**config.mk**
```make
export PLATFORM = sky130hd
export DESIGN_NAME = watch_time_writer
export DESIGN_NICKNAME = d
export VERILOG_FILES = /design/src/rtl/watch_time_writer.sv
export SDC_FILE = /design/constraint.sdc
export NUM_CORES = 1
export LEC_CHECK = 0
export ABC_AREA = 1
export BUFFER_PORTS_ARGS = -buffer_cell sky130_fd_sc_hd__buf_2
export CAP_MARGIN = 10
export CORE_MARGIN = 3
export CORE_UTILIZATION = 54
export CTS_CLUSTER_DIAMETER = 40
export DETAILED_ROUTE_END_ITERATION = 8
export MAX_ROUTING_LAYER = met4
export PLACE_DENSITY = 0.72
export SYNTH_ARGS = -nofsm -noshare
export SYNTH_HDL_FRONTEND = slang
export SYNTH_SLANG_ARGS = --single-unit
export TNS_END_PERCENT = 5
```
**constraint.sdc**
```tcl
create_clock -name clk -period 5.9 [get_ports clk]
set_clock_uncertainty 0.05 [all_clocks]
set_input_delay 0.59 -clock clk [delete_from_list [all_inputs] [get_ports clk]]
set_output_delay 0.59 -clock clk [all_outputs]
set_load 0.02 [all_outputs]
```
**src/rtl/watch_time_writer.sv**
```systemverilog
// 24-hour BCD timekeeper with set mode; pushes each changed display frame to the
// eight-digit seven-segment slave as nine Avalon-MM writes (digits 0-7, blink mask 8).
module watch_time_writer #(
  parameter int unsigned TICKS_PER_SEC  = 50000000,
  parameter bit          SEG_ACTIVE_LOW = 1'b1
) (
  input  logic        clk,
  input  logic        reset_n,
  input  logic        set_mode,
  input  logic        inc_hour,
  input  logic        inc_min,
  output logic [3:0]  master_address,
  output logic        master_write,
  output logic [7:0]  master_writedata,
  input  logic        master_waitrequest,
  output logic        busy,
  output logic [23:0] time_bcd
);

  localparam int unsigned   CntW    = $clog2(TICKS_PER_SEC);
  localparam logic [CntW-1:0] CntLast = CntW'(TICKS_PER_SEC - 1);
  localparam logic [7:0]    Dash    = SEG_ACTIVE_LOW ? 8'hBF : 8'h40;

  typedef enum logic {StIdle, StWrite} state_e;

  logic [CntW-1:0]  cnt_q, cnt_d;
  logic [7:0]       hh_q, hh_d, mm_q, mm_d, ss_q, ss_d;
  logic             mode_q;
  logic             dirty_q, dirty_d;
  state_e           state_q, state_d;
  logic [3:0]       idx_q, idx_d;
  logic [8:0][7:0]  frame_q, frame_d;
  logic             snap;

  // Two-digit BCD increment that wraps to 00 after `last`.
  function automatic logic [7:0] bcd_inc(input logic [7:0] v, input logic [7:0] last);
    if (v == last)          return 8'h00;
    else if (v[3:0] == 4'd9) return {v[7:4] + 4'd1, 4'd0};
    else                    return {v[7:4], v[3:0] + 4'd1};
  endfunction

  function automatic logic [7:0] seg(input logic [3:0] d);
    logic [7:0] s;
    case (d)
      4'd0:    s = 8'h3F;
      4'd1:    s = 8'h06;
      4'd2:    s = 8'h5B;
      4'd3:    s = 8'h4F;
      4'd4:    s = 8'h66;
      4'd5:    s = 8'h6D;
      4'd6:    s = 8'h7D;
      4'd7:    s = 8'h07;
      4'd8:    s = 8'h7F;
      4'd9:    s = 8'h6F;
      default: s = 8'h00;
    endcase
    return SEG_ACTIVE_LOW ? ~s : s;
  endfunction

  // Timekeeping: set mode freezes the prescaler, so a coincident tick is dropped.
  always_comb begin
    cnt_d = cnt_q;
    hh_d  = hh_q;
    mm_d  = mm_q;
    ss_d  = ss_q;
    if (set_mode) begin
      cnt_d = '0;
      ss_d  = 8'h00;
      if (inc_hour) hh_d = bcd_inc(hh_q, 8'h23);
      if (inc_min)  mm_d = bcd_inc(mm_q, 8'h59);
    end else if (cnt_q == CntLast) begin
      cnt_d = '0;
      ss_d  = bcd_inc(ss_q, 8'h59);
      if (ss_q == 8'h59) begin
        mm_d = bcd_inc(mm_q, 8'h59);
        if (mm_q == 8'h59) hh_d = bcd_inc(hh_q, 8'h23);
      end
    end else begin
      cnt_d = cnt_q + 1'b1;
    end
  end

  always_comb begin
    state_d = state_q;
    idx_d   = idx_q;
    frame_d = frame_q;
    snap    = 1'b0;
    unique case (state_q)
      StIdle: begin
        if (dirty_q) begin
          snap       = 1'b1;
          frame_d[0] = seg(hh_q[7:4]);
          frame_d[1] = seg(hh_q[3:0]);
          frame_d[2] = Dash;
          frame_d[3] = seg(mm_q[7:4]);
          frame_d[4] = seg(mm_q[3:0]);
          frame_d[5] = Dash;
          frame_d[6] = seg(ss_q[7:4]);
          frame_d[7] = seg(ss_q[3:0]);
          frame_d[8] = mode_q ? 8'h1B : 8'h00;
          idx_d      = 4'd0;
          state_d    = StWrite;
        end
      end
      StWrite: begin
        if (!master_waitrequest) begin
          if (idx_q == 4'd8) state_d = StIdle;
          else               idx_d   = idx_q + 4'd1;
        end
      end
      default: state_d = StIdle;
    endcase
    // A change in the same cycle as a snapshot must still schedule another frame.
    dirty_d = (dirty_q & ~snap) | ({hh_d, mm_d, ss_d} != {hh_q, mm_q, ss_q}) |
              (set_mode != mode_q);
  end

  always_ff @(posedge clk or negedge reset_n) begin
    if (!reset_n) begin
      cnt_q   <= '0;
      hh_q    <= 8'h00;
      mm_q    <= 8'h00;
      ss_q    <= 8'h00;
      mode_q  <= 1'b0;
      dirty_q <= 1'b1;
      state_q <= StIdle;
      idx_q   <= 4'd0;
      frame_q <= '0;
    end else begin
      cnt_q   <= cnt_d;
      hh_q    <= hh_d;
      mm_q    <= mm_d;
      ss_q    <= ss_d;
      mode_q  <= set_mode;
      dirty_q <= dirty_d;
      state_q <= state_d;
      idx_q   <= idx_d;
      frame_q <= frame_d;
    end
  end

  assign master_write     = (state_q == StWrite);
  assign busy             = (state_q == StWrite);
  assign master_address   = idx_q;
  assign master_writedata = frame_q[idx_q];
  assign time_bcd         = {hh_q, mm_q, ss_q};

endmodule

```
# Word-level counts from Yosys, hierarchy flattened
# Memory sizes are Yosys's and may differ from the RTL's.
# Cells that the tools add are included.
# Widths: inputs -> output; s select.
[word_totals]
output_inout_bits = 38
romBits = 672
regBits = 114
wordCells = 100
latch_bits = 0
ram_bits = 0
memories = 6
[memory_table]
columns = ["memory", "words", "word_bits", "rd", "rd_clocked_by_memory_dff", "wr", "line", "source"]
rows = [
  ["(name not given)", 16, 7, 1, 0, 0, "44", "case (d)"],
  ["(name not given)", 16, 7, 1, 0, 0, "44", ""],
  ["(name not given)", 16, 7, 1, 0, 0, "44", ""],
  ["(name not given)", 16, 7, 1, 0, 0, "44", ""],
  ["(name not given)", 16, 7, 1, 0, 0, "44", ""],
  ["(name not given)", 16, 7, 1, 0, 0, "44", ""],
]
[classes]
n_mul = 0
n_div = 0
shifts = 0
mux = 43
reduce_logical = 2
n_addsub = 8
n_lt_le_gt_ge = 1
bitwise = 11
n_eq_ne = 13
[ops]
columns = ["cell", "n"]
rows = [
  ["$mux 8", 30],
  ["$mux 26", 2],
  ["$not 8->8", 6],
  ["$bmux 8 s4", 1],
  ["$add 4x1->4 const B", 7],
  ["$add 26x1->26 const B", 1],
  ["$eq 26x26->1 const B", 1],
  ["$ne 24x24->1", 1],
  ["$eq 4x4->1 const B", 4],
  ["$eq 8x7->1 const B", 2],
  ["$mux 4", 3],
  ["$eq 8x6->1 const B", 1],
  ["$pmux 4 s2", 1],
  ["$ne 2x2->1 const B", 3],
  ["$lt 4x5->1 const B", 1],
  ["$mux 5", 1],
  ["$mux 1", 4],
  ["$reduce_and 3->1", 1],
  ["$not 1->1", 2],
  ["$or 1x1->1", 2],
  ["$pmux 1 s2", 1],
  ["$reduce_and 2->1", 1],
  ["$and 1x1->1", 1],
  ["$ne 1x1->1", 1],
]

# Longest topological paths before layout
[logic_depth]
depth_word = 10
mapped_depth = 17
depth_no_buf = 17

# Least setup slack after synthesis
# No wires, ideal clock.
[synth_timing]
path_type = "register -> output"
start = "register idx_q[0] (netlist: master_address[0])"
end = "output port master_writedata[2]"
t_arrival_ns = 1.935
slack_ns = 3.325
path_stages_with_launch = 6
path_cell_list = "dfrtp_1 -> clkbuf_1 -> inv_1 -> nor2_1 -> a21oi_1 -> a221oi_1"
[synth_between]
elab_chain_cells = 2
[synth_rtl]
columns = ["item", "line", "source"]
rows = [
  ["from (decl)", "31", "logic [3:0] idx_q, idx_d;"],
  ["from (signal assigned)", "137", "idx_q <= idx_d;"],
  ["$bmux 8 s4", "145", "assign master_writedata = frame_q[idx_q];"],
  ["$mux 8 (implied by the code)", "145", ""],
  ["to (decl)", "14", "output logic [7:0] master_writedata,"],
]
# Every way passes these cells. The select of a mux whose other input is x is not followed.

# Worst setup path after layout
# Same ends and word-level chain as after synthesis.

==> results by group <==
Setup path
  • Arrival @ worst endpoint: 2.65 ns
  • Critical path type: register to primary output
  • Reg2reg path depth: 9
  • Slowest-stage cell, CP: dfrtp_1
  • Crit-path max FO: 19
  • CP delay by family, top: flip-flops
  • Req. time, crit path: 5.26 ns
  • Worst reg2reg startpoint: busy
  • CP startpoint kind: register
  • CP endpoint kind: primary output
  • Max incr delay on CP: 0.68 ns
  • Reg2reg end: master_address[2]
  • Crit-path cells: inv_1 -> nor2_1 -> a21oi_1 -> a221oi_1 -> buf_2
  • Bufs and invs on worst path: 2
  • Cell count along the critical path: 5
  • Reg2reg setup slack: 3.23 ns

Yosys
  • Synth Instances: 862
  • Syn Nets: 896
  • Top cells by area, synth: dfrtp_1, nand2_1, inv_1, ha_1, a21oi_1
  • Unique masters post-synth: 46
  • Sequential area share after synthesis: 38.86%
  • Yosys reg bits: 101
  • Asr flop ratio synth: 100.0%
  • Prevailing post-synth register cell: dfrtp_1
  • Area share of the largest cell type after synthesis: 38.45%
  • Synthesized area: 6507 um^2
  • Post-synth EDFFs: 0
  • Yosys warning total: 0
  • Most instantiated library cell after synthesis: nand2_1
  • Commonest cells post-synth: nand2_1, dfrtp_1, inv_1
  • Synth area leader: dfrtp_1
  • Syn_area_per_cell: 7.549 um^2

Detailed routing
  • Vias: 5880
  • Drt wl/cell: 15.54 um
  • DRC: 0
  • Routed WL: 16190 um
  • DRT Pass-1 Iters: 6
  • Initial DRC Count: 703
  • DR vias/cell: 5.643
  • DRT antenna net count: 0

Global routing
  • Largest net degree at the start of global routing: 60
  • Gr busiest metal: met2
  • GRT Util Overall: 26.01%
  • Vias in the first global route: 5431
  • Congestion Overflow GR: 0
  • First-pass GRT wire length: 26990 um
  • Initial antenna violation count: 0
  • Grt met3 use: 3.238%
  • Met2 Track Usage GR: 39.39%
  • Met1 Usage GRT: 36.66%

Layout
  • Area grow syn2layout: 10.15%
  • Layout cells sized above 1: 12.90%
  • NumNets Final: 928
  • Layout fillers: 1046
  • Register Area: 2529 um^2
  • ANT cells: 0
  • Area of the multi-input gates: 3452 um^2

Min path
  • Worst hold path type: input port to async pin

Power and ir drop
  • Reg power frac: 36.9%
  • Leak Pwr: 3.502 nW
  • VDD IR-drop max: 0.0001794 V
  • Total power: 2.795 mW
  • Comb pwr share: 38.5%
  • Internal power: 1.669 mW
  • Cell Pwr Density: 389.9 nW/um^2
  • Clk pwr share: 24.6%
  • P_sw: 1.125 mW
  • Sw frac: 40.27%

Timing
  • Hold Slack: 0.1749 ns
  • Setup WS post-layout: 2.612 ns
  • RSZ-0062 raised after global routing: no
  • Final Max Slew Viols: 0
  • Tcrit/Tclk final: 55.73%
  • Total negative slack: 0 ns
  • Final setup fails: 0
  • Minimum clock period: 3.288 ns
  • Highest clock rate: 0.3041 GHz
  • Final-report hold violation count: 0
  • Max-slew headroom: 36.91%
  • Slew @ Worst Pin: 0.9452 ns

Clock tree
  • Clock Latency Late Sink: 0.35 ns
  • CTS tree: built
  • Sink Count: 101
  • Reg clk slew, reported paths: 0.07 ns
  • CTS buffer count: 9
  • Post-CTS Hold Fix Bufs: 0
  • Root buf cell: clkbuf_16
  • Post-CTS Resized: 0
  • CTS max path bufs: 2
  • Setup Buffers After CTS: 0
  • CTS H-tree lvls: 3

Run
  • MaxCap Viol Count: 0

Die
  • Initial core utilization: 56.03%
  • Die footprint: 13400 um^2
  • Core area: 11610 um^2
  • I/O pin total: 44
  • Core Rows: 39
  • Die X: 115.8 um
  • Chip height: 115.8 um

Placed design
  • Dpl hpwl: 12220 um
  • Dpl ws: 3.016 ns
  • PortBufs: 43
  • Final Wtd Congestion: 0.9350

Run status
  • Status: complete, no violations
-- registers in the layout (all words and copies together) (netlist names) --
name,cells
master_address,4
mode_q,1
busy,1
ss_q,8
frame_q,44
dirty_q,1
mm_q,8
cnt_q,26
hh_q,8
-- layer usage --
metal	share of wire [%]	vias up
met3	4.4	22
met1	48	2752
met5	0	-
met2	46	163
met4	1.7	0
li1	-	2943
-- stage by stage --
| step | instance area, um^2 | instances | utilization (%) |
|---|---|---|---|
| 2_1_floorplan | 6507 | 862 | - |
| 3_3_place_gp | 6819 | 1026 | 58.72 |
| 3_5_place_dp | 6819 | 1026 | 58.72 |
| 4_1_cts | 7168 | 1042 | 61.72 |
| 5_1_grt | 7168 | 1042 | 61.72 |
| 6_report | 7168 | 1042 | 61.72 |
-- cell families after synthesis --
family / synth area share [%]
adder cells (fa/ha/maj): 5.384
AO/OA/AOI/OAI: 16.48
AND/OR/NAND/NOR: 29.17
buffers and inverters: 8.095
XOR/XNOR: 2.019
flip-flops: 38.86
-- how the worst max path moves through the flow --
stage | startpoint | to | slack, ns
2_1_floorplan | master_address[0] | master_writedata[2] | 3.33
3_3_place_gp | master_address[0] | master_writedata[2] | 3.10
3_5_place_dp | master_address[0] | master_writedata[2] | 3.02
4_1_cts | master_address[0] | master_writedata[2] | 2.63
5_1_grt | master_address[0] | master_writedata[2] | 2.43
6_report | master_address[0] | master_writedata[2] | 2.61
-- layout make-up --
class | count | share of cell area, %
clock buffers | 11 | 3.386
multi-input cells | 624 | 48.16
repair buffers | 45 | 3.247
flip-flops and latches | 101 | 35.28
inverters | 113 | 5.952
clock inverters | 5 | 1.484
well taps | 143 | 2.496
-- power groups by stage --
stage	registers, mW	clock network (mW)	logic [mW]
after floorplan	1.02	0	0.772
after global placement	1.04	0	1.05
after detailed placement	1.04	0	1.07
after CTS	1.03	0.696	1.07
after global routing	1.05	0.727	1.22
final	1.03	0.687	1.08
-- placed cells by master (no fill, tap or decap), drive strengths merged, types with 2 or more instances in the layout --
master,Yosys,routed
a221oi,4,4
nor2,97,97
o22ai,4,4
o21a,2,2
clkinv,7,7
clkbuf,18,11
buf,6,45
a211oi,6,6
and3,2,2
a31oi,4,4
o221ai,6,6
o211ai,17,17
nand4,12,12
nand2,189,189
bufinv,0,3
o21ai,45,45
ha,28,28
nand3,73,73
a21oi,68,68
or2,7,7
a22oi,19,19
nor3,19,19
xnor2,3,3
nor3b,2,2
dfrtp,100,100
inv,106,107
xor2,12,12
Note: power is estimated with default switching activity, not from simulation.
